**src/rtl/ps2_key_decoder.sv**
```systemverilog
// PS/2 keyboard receiver: synchronises the pins, deframes 11-bit frames and tracks the
// currently held key from make/break/E0 sequences, suppressing typematic repeats.
module ps2_key_decoder #(
    parameter int unsigned TIMEOUT = 8192
) (
    input  logic       clk,
    input  logic       clrn,
    input  logic       ps2_clk,
    input  logic       ps2_data,
    output logic [7:0] scan_code,
    output logic       scan_ext,
    output logic       key_down,
    output logic       key_press,
    output logic [7:0] press_count,
    output logic       frame_err
);

    localparam int unsigned TmoW = $clog2(TIMEOUT + 1);

    localparam logic [1:0] StIdle   = 2'd0;
    localparam logic [1:0] StExt    = 2'd1;
    localparam logic [1:0] StBrk    = 2'd2;
    localparam logic [1:0] StExtBrk = 2'd3;

    logic [2:0]      clk_sync_q;
    logic [1:0]      data_sync_q;
    logic            fall;
    logic            data_bit;

    logic [3:0]      bit_cnt_q, bit_cnt_d;
    logic [9:0]      shift_q, shift_d;
    logic [TmoW-1:0] tmo_q, tmo_d;
    logic            byte_valid_q, byte_valid_d;
    logic [7:0]      rx_byte_q, rx_byte_d;
    logic            frame_err_q, frame_err_d;

    logic [1:0]      state_q, state_d;
    logic [7:0]      scan_code_q, scan_code_d;
    logic            scan_ext_q, scan_ext_d;
    logic            key_down_q, key_down_d;
    logic            key_press_q, key_press_d;
    logic [7:0]      press_count_q, press_count_d;

    logic            do_make;
    logic            do_break;
    logic            ev_ext;
    logic            held_match;

    // Data goes through one flop fewer than the clock so the bit sampled alongside a
    // detected falling edge is the one present when the pin clock fell.
    assign fall     = clk_sync_q[2] & ~clk_sync_q[1];
    assign data_bit = data_sync_q[1];

    always_comb begin
        bit_cnt_d    = bit_cnt_q;
        shift_d      = shift_q;
        tmo_d        = tmo_q;
        byte_valid_d = 1'b0;
        rx_byte_d    = rx_byte_q;
        frame_err_d  = 1'b0;
        if (fall) begin
            tmo_d = '0;
            if (bit_cnt_q == 4'd10) begin
                bit_cnt_d = 4'd0;
                // shift_q: [0]=start, [8:1]=data, [9]=parity; data_bit is the stop bit
                if (!shift_q[0] && data_bit && (^shift_q[9:1])) begin
                    byte_valid_d = 1'b1;
                    rx_byte_d    = shift_q[8:1];
                end else begin
                    frame_err_d = 1'b1;
                end
            end else begin
                shift_d   = {data_bit, shift_q[9:1]};
                bit_cnt_d = bit_cnt_q + 4'd1;
            end
        end else if (bit_cnt_q != 4'd0) begin
            if (tmo_q == TmoW'(TIMEOUT - 1)) begin
                bit_cnt_d   = 4'd0;
                tmo_d       = '0;
                frame_err_d = 1'b1;
            end else begin
                tmo_d = tmo_q + TmoW'(1);
            end
        end else begin
            tmo_d = '0;
        end
    end

    always_comb begin
        state_d  = state_q;
        do_make  = 1'b0;
        do_break = 1'b0;
        ev_ext   = 1'b0;
        if (frame_err_q) begin
            state_d = StIdle;
        end else if (byte_valid_q) begin
            case (state_q)
                StIdle: begin
                    if (rx_byte_q == 8'hE0) begin
                        state_d = StExt;
                    end else if (rx_byte_q == 8'hF0) begin
                        state_d = StBrk;
                    end else if (rx_byte_q != 8'h00 && rx_byte_q != 8'hFF) begin
                        do_make = 1'b1;
                    end
                end
                StExt: begin
                    if (rx_byte_q == 8'hF0) begin
                        state_d = StExtBrk;
                    end else if (rx_byte_q != 8'hE0) begin
                        do_make = 1'b1;
                        ev_ext  = 1'b1;
                        state_d = StIdle;
                    end
                end
                StBrk: begin
                    do_break = (rx_byte_q != 8'hE0) && (rx_byte_q != 8'hF0);
                    state_d  = StIdle;
                end
                default: begin
                    do_break = (rx_byte_q != 8'hE0) && (rx_byte_q != 8'hF0);
                    ev_ext   = 1'b1;
                    state_d  = StIdle;
                end
            endcase
        end
    end

    assign held_match = key_down_q && (scan_code_q == rx_byte_q) && (scan_ext_q == ev_ext);

    always_comb begin
        scan_code_d   = scan_code_q;
        scan_ext_d    = scan_ext_q;
        key_down_d    = key_down_q;
        key_press_d   = 1'b0;
        press_count_d = press_count_q;
        if (do_make && !held_match) begin
            scan_code_d   = rx_byte_q;
            scan_ext_d    = ev_ext;
            key_down_d    = 1'b1;
            key_press_d   = 1'b1;
            press_count_d = press_count_q + 8'd1;
        end
        if (do_break && held_match) begin
            scan_code_d = 8'h00;
            scan_ext_d  = 1'b0;
            key_down_d  = 1'b0;
        end
    end

    always_ff @(posedge clk or negedge clrn) begin
        if (!clrn) begin
            clk_sync_q    <= '0;
            data_sync_q   <= '0;
            bit_cnt_q     <= '0;
            shift_q       <= '0;
            tmo_q         <= '0;
            byte_valid_q  <= 1'b0;
            rx_byte_q     <= '0;
            frame_err_q   <= 1'b0;
            state_q       <= StIdle;
            scan_code_q   <= '0;
            scan_ext_q    <= 1'b0;
            key_down_q    <= 1'b0;
            key_press_q   <= 1'b0;
            press_count_q <= '0;
        end else begin
            clk_sync_q    <= {clk_sync_q[1:0], ps2_clk};
            data_sync_q   <= {data_sync_q[0], ps2_data};
            bit_cnt_q     <= bit_cnt_d;
            shift_q       <= shift_d;
            tmo_q         <= tmo_d;
            byte_valid_q  <= byte_valid_d;
            rx_byte_q     <= rx_byte_d;
            frame_err_q   <= frame_err_d;
            state_q       <= state_d;
            scan_code_q   <= scan_code_d;
            scan_ext_q    <= scan_ext_d;
            key_down_q    <= key_down_d;
            key_press_q   <= key_press_d;
            press_count_q <= press_count_d;
        end
    end

    assign scan_code   = scan_code_q;
    assign scan_ext    = scan_ext_q;
    assign key_down    = key_down_q;
    assign key_press   = key_press_q;
    assign press_count = press_count_q;
    assign frame_err   = frame_err_q;

endmodule

```
**config.mk**
```make
export PLATFORM = sky130hd
export DESIGN_NAME = ps2_key_decoder
export DESIGN_NICKNAME = d
export VERILOG_FILES = /design/src/rtl/ps2_key_decoder.sv
export SDC_FILE = /design/constraint.sdc
export NUM_CORES = 1
export LEC_CHECK = 0
export CAP_MARGIN = 20
export CORE_AREA = 2 2 106 108
export DETAILED_ROUTE_END_ITERATION = 6
export DIE_AREA = 0 0 108 110
export PLACE_DENSITY = 0.5
export SYNTH_ARGS = -nofsm -noshare
export SYNTH_HDL_FRONTEND = slang
export SYNTH_SLANG_ARGS = --single-unit
```
**constraint.sdc**
```tcl
create_clock -name clk -period 4 [get_ports clk]
set_input_delay 1 -clock clk [delete_from_list [all_inputs] [get_ports clk]]
set_output_delay 1 -clock clk [all_outputs]
set_load 0.01 [all_outputs]
```
**Yosys cells after proc, flatten, opt, wreduce, memory -nomap -nowiden**

Index checks and enable logic that the tools add are counted.

- Memory bits (writable): 0
- ROM bits: 0
- Bits of input ports: 4
- Bits in latches: 0
- Register bits: 64
- Memories: 0
- Word-level logic and storage cells: 100

- Equality and inequality tests: 13
- Bitwise operators: 3
- Shift operators: 0
- Reductions and logical operators: 24
- Div/mod/pow operators: 0
- Add/subtract/negate cells: 3
- Magnitude comparators: 0
- Multiplexer cells: 43
- $mul: 0

Operator list:

| operator | number |
|---|---|
| $mux W14 | 3 |
| $mux W1 | 25 |
| $ne A8 B8 Y1 const B | 3 |
| $eq A8 B8 Y1 const B | 2 |
| $mux W4 | 4 |
| $mux W8 | 2 |
| $add A14 B1 Y14 const B | 1 |
| $eq A14 B13 Y1 const B | 1 |
| $mux W2 | 6 |
| $reduce_xor A9 Y1 | 1 |
| $add A8 B1 Y8 const B | 1 |
| $eq A8 B8 Y1 | 1 |
| $logic_and A1 B1 Y1 | 8 |
| $ne A4 B4 Y1 const B | 2 |
| $reduce_bool A2 Y1 | 4 |
| $reduce_bool A8 Y1 | 1 |
| $reduce_and A3 Y1 | 2 |
| $add A4 B1 Y4 const B | 1 |
| $eq A4 B4 Y1 const B | 1 |
| $pmux W1 S2 | 2 |
| $pmux W2 S2 | 1 |
| $reduce_and A2 Y1 | 2 |
| $reduce_bool A4 Y1 | 1 |
| $reduce_or A2 Y1 | 2 |
| other kinds (7) | 9 |

**Logic depth before layout (Yosys ltp)**

Gate-level depths: netlist (run 1).

- Word-level depth: 12
- Mapped depth: 9

**Worst setup path after synthesis (run 1)**

OpenSTA, ideal clock, no wires.

- Path kind: reg-to-reg
- Start point: register rx_byte_q[0]
- End point: register press_count_q[1], in the netlist press_count[1]
- Stages on the path, launching flop included: 9
- Period minus slack after synthesis: 2.355 ns
- Arrival time: 2.230 ns
- Path buffers: 2
- Setup slack: 1.645 ns
- Setup time: 0.125 ns
- Path through: dfrtp_1 > or4_1 > buf_2 > o311ai_4 > xor2_1 > a211o_1 > buf_6 > inv_4 > mux2_4

- Longest elaborated chain between the ends: 10
- Elaborated cells on any way between the ends: 23
- Those cells by class: eq/ne: 6; mux: 11; reduce/logical: 6

Ends and longest elaborated chain:

| item | RTL line | text |
|---|---|---|
| from (decl) | 34 | `logic [7:0] rx_byte_q, rx_byte_d;` |
| from (signal assigned) | 174 | `rx_byte_q <= rx_byte_d;` |
| $ne A8 B8 Y1 | 110 | `end else if (rx_byte_q != 8'hE0) begin` |
| $mux W1 | 110 |  |
| $mux W1 | 108 | `if (rx_byte_q == 8'hF0) begin` |
| $pmux W1 S2 | 97 | `case (state_q)` |
| $mux W1 | 96 | `end else if (byte_valid_q) begin` |
| $mux W1 | 94 | `if (frame_err_q) begin` |
| $eq A1 B1 Y1 | 129 | `assign held_match = key_down_q && (scan_code_q == rx_byte_q) && (scan_ext_q == ev_ext);` |
| $logic_and A1 B1 Y1 | 129 |  |
| $logic_not A1 Y1 | 137 | `if (do_make && !held_match) begin` |
| $logic_and A1 B1 Y1 (*) | 137 |  |
| to (signal assigned) | 181 | `press_count_q <= press_count_d;` |
| to (decl) | 42 | `logic [7:0] press_count_q, press_count_d;` |

Mark *: on every way between the ends. The rest lies on a longest branch, timed or not.
A chain may end at the register's enable or synchronous reset.

**Worst setup path after layout (run 1)**

Same ends and word-level chain as after synthesis.

==> results of run 1 <==
-- metal layers --
metal / wire [um] / part of all wire [%] / vias to the layer above / global-route usage, %
met5: 0 / 0 / - / 0
met1: 3130 / 49 / 1107 / 16.9
met3: 298 / 4.6 / 10 / 3.88
met4: 95 / 1.5 / 0 / 4.12
met2: 2880 / 45 / 48 / 18.3
li1: - / - / 1086 / -
-- power breakdown --
part | internal, uW | leakage, uW | switching, uW
clock network | 239 | 0.0000776 | 257
registers | 721 | 0.000851 | 83.3
logic | 174 | 0.000734 | 159
-- worst paths after layout --
kind / to / slack (ns)
min in group asynchronous: press_count[7] / 0.58
min: clk_sync_q[1] / 0.35
max in group asynchronous: rx_byte_q[7] / 2.68
min reg2reg: clk_sync_q[1] / 0.35
max reg2reg: press_count[1] / 1.31
max: press_count[1] / 1.31
-- state kept, by name, indices dropped and copies added (netlist names) --
name and count:
scan_ext 1, press_count 8, frame_err 1, state_q 2, key_down 1, data_sync_q 2, rx_byte_q 8, byte_valid_q 1
shift_q 10, scan_code 8, key_press 1, bit_cnt_q 4, clk_sync_q 3, tmo_q 14
-- synthesized netlist by cell type, drive strengths merged (6+ instances only) --
| cell type | number | area (um^2) |
|---|---|---|
| a22o | 7 | 61.3 |
| and3 | 7 | 43.8 |
| clkbuf | 7 | 26.3 |
| dfrtp | 64 | 1600 |
| inv | 7 | 28.8 |
| mux2 | 19 | 218 |
| nand2 | 15 | 58.8 |
| nand3 | 14 | 70.1 |
| nand4 | 16 | 100 |
| nand4b | 6 | 52.6 |
| nor2 | 20 | 75.1 |
| o21ai | 16 | 80.1 |
| xnor2 | 20 | 175 |
| xor2 | 15 | 131 |
-- layout make-up --
class                      instances  area (um^2)  area share, %
sequential                        64         1600           43.1
multi-input combinational        204         1480           39.9
timing repair buffer              27          255           6.87
tap                              140          175           4.72
clock buffer                      11          141           3.81
clock inverter                     4         31.3          0.842
inverter                           7         28.8          0.775
-- kinds of logic after synthesis --
logic type	after synthesis
and+or+nand+nor	100
adders and majority gates	5
AOI/OAI and AO/OA	41
muxes	22
xor gates and xnor gates	36
buffers and inverters	19
DFF	64
-- metrics by stage --
stage,hold slack (ns),total power (uW),util [%]
2_1_floorplan,0.331,1060,-
3_3_place_gp,0.338,1150,33.1
3_5_place_dp,0.339,1150,33.1
4_1_cts,0.358,1660,34.7
5_1_grt,0.363,1740,34.7
6_report,0.355,1630,34.7
-- worst register-to-register path, cell delays in order (launching register included) --
cell      delay (ns)
dfrtp_1         0.44
or4_1           0.68
o311ai_4        0.36
xor2_1          0.18
buf_4           0.25
a211o_1         0.33
inv_4           0.06
mux2_4          0.29
==> impl_metrics.py, run 1 <==
metrics = {
    "worst_setup_path": {
        "path_cells": "or4_1 > o311ai_4 > xor2_1 > buf_4 > a211o_1 > inv_4 > mux2_4",
        "crit_type": "reg -> reg",
        "crit_slowest_cell": "or4_1",
        "crit_path_max_fanout": 20,
        "startpoint_type": "flop",
        "max_stage_delay_ns": 0.68,
        "worst_ep_required_time_ns": 4.23,
        "cp_data_arrival_time_ns": 2.92,
        "timing.rr.start": "rx_byte_q[0]",
        "cp-startpoint": "rx_byte_q[0]",
        "path_buf_inv": 2,
        "path_depth": 7,
        "rr_worst_depth": 7,
        "end_kind": "flop",
        "path_delay_family": "compound AO/OA/AOI/OAI gates",
    },
    "grt": {
        "grt_usage_pct": 12.3,
        "grt_pass1_wl_um": 11200,
        "grt_pass1_vias": 2163,
        "grt_max_degree": 30,
        "overflow": 0,
        "antenna_found_initial": 0,
    },
    "hold_path": {
        "hold_class": "reg -> reg",
        "min_delay_path_depth": 0,
        "min_from": "clk_sync_q[0]",
    },
    "drt": {
        "drt.antenna.violating_nets": 0,
        "wl_um": 6410,
        "dr.pass1.iters": 4,
        "vias_per_cell": 4.93,
        "drtIter0Drc": 53,
        "wire_per_inst_um": 14.0,
        "drc_errors": 0,
        "vias": 2251,
    },
    "cts": {
        "cts_buffers": 9,
        "cts.htree.levels": 3,
        "post-cts-setup-buffers": 0,
        "cts_tree": "built",
        "clk_path_buf_depth": 2,
        "insertion_delay_ns": 0.34,
        "cts.sinks": 64,
        "cts_root_buf": "clkbuf_8",
        "post_cts_resized": 0,
        "cts_hold_buf": 0,
        "clkTransAtPathRegs_ns": 0.08,
    },
    "floorplanning": {
        "io_pins": 24,
        "core-area_mm2": 0.0107,
        "die_w_um": 108,
        "die_h_um": 110,
        "start_util_pct": 29.7,
        "die_area_mm2": 0.0119,
        "rows": 38,
    },
    "pwr": {
        "powerDensity_mw_per_mm2": 440,
        "ir_drop_uv": 173,
        "leakagePower_uw": 0.00166,
    },
    "sta": {
        "relSlewSlack_pct": 53.1,
        "tns_ns": 0,
        "setup-violations-final": 0,
        "timing.fmax_mhz": 372,
        "finalCritPeriodShare_pct": 67.2,
        "grt_setup_unrepaired": "false",
        "skew_ns": 0.0113,
        "slew_viol_final": 0,
        "finalHoldViolCount": 0,
        "fin_crit_ns": 2.69,
        "setup_ws_ns": 1.31,
        "worst_pin_slew_ns": 0.694,
    },
    "job": {
        "drv_cap": 0,
    },
    "place": {
        "routabilityCongestion": 0.776,
        "dp_slack_ns": 1.30,
        "placedCellCount": 442,
        "placed_area_mm2": 0.00354,
        "dpl.hpwl_um": 4500,
        "port_buffers": 23,
    },
    "synthesis": {
        "yosysSeqAreaShare_pct": 50.5,
        "yosysWarnings": 0,
        "synthArstFlopShare_pct": 100,
        "ys.flop_type": "dfrtp_1",
        "netlist_area_mm2": 0.00317,
        "synth_compound_area_share_pct": 9.03,
        "yosys-mux-area-fraction_pct": 7.81,
        "yosys.area_share.xor_xnor_pct": 10.4,
        "avgSynthCellArea_um2": 11.1,
        "postSynthCellCount": 287,
        "synth_top_family_by_area": "simple AND/OR/NAND/NOR gates",
        "syn-num-nets": 296,
        "synth-seq-cells": 64,
        "synthDistinctLibCells": 44,
        "yosys.area_share.simple_pct": 17.4,
        "synth_adder_area_share_pct": 1.97,
        "synth_edf_count": 0,
    },
    "finish": {
        "area_delta_synth_final_pct": 17.1,
        "final_cell_mix": "dfrtp_1 (64), clkdlybuf4s50_1 (22), nor2_1 (20), xnor2_1 (20), mux2_2 (18)",
        "fill_cells": 1088,
        "final_cell_area_mm2": 0.00371,
        "layout_commonest_cell": "dfrtp_1",
        "fin_cells": 457,
        "layout-drive-gt1-share_pct": 13.6,
        "final_nets": 322,
        "antenna_cells": 0,
    },
    "run_status": {
        "outcome": "complete, no violations",
    },
}
Power figures use the tool's default switching activity.
==> run 2, diff against run 1 <==
clock period = 2.6 ns   (was 4 ns; I/O delays follow)
==> run 2 against run 1 <==
Flip-flop and latch count unchanged. Die area unchanged. Clock-buffer cell count up 1. Final cell count up 2.0%. Sequential share of layout area down 1.4 points. Largest cell class unchanged. Highest routed layer unchanged.
==> impl_metrics.py, run 2 (synthesis gave the netlist of run 1 again) <==
metrics = {
    "pwr": {
        "ir_drop_uv": 285,
        "powerDensity_mw_per_mm2": 713,
        "p_total_uw": 2740,
        "p_switching_uw": 761,
        "intPower_uw": 1980,
        "clkPwrFrac_pct": 35.6,
        "leakagePower_uw": 0.00175,
        "swShare_pct": 27.8,
        "power_frac_seq_pct": 45.1,
        "combPwrFrac_pct": 19.3,
    },
    "finish": {
        "area_delta_synth_final_pct": 21.1,
        "final_nets": 331,
        "final_cell_mix": "dfrtp_1 (64), clkdlybuf4s50_1 (22), nor2_1 (20), xnor2_1 (20), mux2_2 (18)",
        "layout-drive-gt1-share_pct": 16.0,
        "largest_reg_flops": 14,
        "antenna_cells": 0,
        "fin_cells": 466,
        "regMostFlops": "tmo_q",
        "layout_commonest_cell": "dfrtp_1",
        "fill_cells": 1045,
        "reg_top3": "tmo_q: 14 flops, shift_q: 10 flops",
    },
    "grt": {
        "overflow": 0,
        "grt_usage_pct": 12.3,
        "grt_pass1_wl_um": 11300,
        "grt_max_degree": 48,
        "grt_pass1_vias": 2212,
        "antenna_found_initial": 0,
    },
    "place": {
        "port_buffers": 23,
        "placedCellCount": 451,
        "routabilityCongestion": 0.758,
        "dpl.hpwl_um": 4500,
    },
    "cts": {
        "insertion_delay_ns": 0.35,
        "cts.sinks": 64,
        "clkTransAtPathRegs_ns": 0.07,
        "post-cts-setup-buffers": 0,
        "clk_path_buf_depth": 2,
        "cts_hold_buf": 0,
        "post_cts_resized": 0,
        "cts_root_buf": "clkbuf_8",
        "cts_buffers": 9,
        "cts.htree.levels": 3,
        "cts_tree": "built",
    },
    "floorplanning": {
        "die_h_um": 110,
        "start_util_pct": 29.7,
        "die_w_um": 108,
        "rows": 38,
        "core-area_mm2": 0.0107,
        "die_area_mm2": 0.0119,
        "io_pins": 24,
    },
    "drt": {
        "vias": 2227,
        "drt.antenna.violating_nets": 0,
        "dr.pass1.iters": 4,
        "wire_per_inst_um": 14.2,
        "vias_per_cell": 4.78,
        "drtIter0Drc": 72,
        "drc_errors": 0,
        "wl_um": 6640,
    },
    "sta": {
        "worst_pin_slew_ns": 0.490,
        "relSlewSlack_pct": 66.5,
        "slew_viol_final": 0,
        "tns_ns": 0,
        "skew_ns": 0.0104,
        "setup-violations-final": 0,
        "fin_crit_ns": 2.35,
        "grt_setup_unrepaired": "false",
        "fin_hold_ws_ns": 0.238,
        "finalCritPeriodShare_pct": 90.4,
        "timing.fmax_mhz": 426,
        "finalHoldViolCount": 0,
    },
    "worst_setup_path": {
        "end_kind": "flop",
        "cp_data_arrival_time_ns": 2.59,
        "crit_type": "reg -> reg",
        "timing.rr.start": "rx_byte_q[0]",
        "crit_path_max_fanout": 18,
        "rr_worst_depth": 6,
        "startpoint_type": "flop",
        "worst_ep_required_time_ns": 2.84,
        "rrSetupSlack_ns": 0.25,
        "reg2reg_to": "key_down",
    },
    "job": {
        "drv_cap": 0,
    },
    "hold_path": {
        "hold_class": "in -> async",
    },
    "run_status": {
        "outcome": "complete, no violations",
    },
}
-- run 2: changes by cell type in the layout (fill, tap and decap cells not counted) --
cell | previous run | this run
buf_4 | 4 | 12
clkinvlp_4 | 3 | 0
bufinv_16 | 0 | 2
buf_12 | 0 | 1
clkbuf_8 | 10 | 11
clkinv_2 | 0 | 1
clkinv_4 | 1 | 0
-- run 2: worst max path at each step --
stage | to | from | depth (start not counted) | slack [ns]
5_1_grt | key_down | rx_byte_q[0] | 6 | 0.12
2_1_floorplan | press_count[1] | rx_byte_q[0] | 8 | 0.24
6_report | key_down | rx_byte_q[0] | 6 | 0.25
3_3_place_gp | press_count[1] | rx_byte_q[0] | 6 | 0.28
3_5_place_dp | press_count[1] | rx_byte_q[0] | 6 | 0.25
4_1_cts | press_count[1] | rx_byte_q[0] | 6 | 0.25
-- run 2: final cells by class --
cell class	count	area [um^2]	area share [%]
tap	140	175	4.56
inverter	7	28.8	0.749
clock inverter	3	65.1	1.69
clock buffer	12	155	4.04
sequential	64	1600	41.7
timing repair buffer	36	335	8.73
multi-input combinational	204	1480	38.6
-- run 2: stage by stage --
| stage | setup WS, ns | instance area, um^2 | utilization, % |
|---|---|---|---|
| floorplan | 0.245 | 3170 | - |
| global placement | 0.284 | 3620 | 33.9 |
| detailed placement | 0.250 | 3620 | 33.9 |
| CTS | 0.251 | 3840 | 35.9 |
| global route | 0.120 | 3840 | 35.9 |
| finish | 0.251 | 3840 | 35.9 |
-- run 2: critical path, stage by stage, from the launching register on --
cell and delay (ns):
dfrtp_1 0.37, or4_1 0.66, o311ai_4 0.36, xor2_1 0.27
buf_4 0.27, nand4_1 0.11, a21o_1 0.20
-- run 2: routing by layer --
layer | part of all wire, % | up-vias | GRT usage (%) | wire length (um)
met5 | 0 | - | 0 | 0
met4 | 1.7 | 0 | 5.49 | 115
met2 | 44 | 45 | 18.7 | 2920
met1 | 50 | 1071 | 16.8 | 3310
met3 | 4.4 | 9 | 3.00 | 292
li1 | - | 1102 | - | -
-- run 2: power groups by stage --
stage | clock network, uW | registers (uW) | logic, uW
6_report | 974 | 1240 | 530
5_1_grt | 1050 | 1260 | 592
4_1_cts | 1000 | 1240 | 541
3_5_place_dp | 0 | 1260 | 539
3_3_place_gp | 0 | 1250 | 533
2_1_floorplan | 0 | 1220 | 415
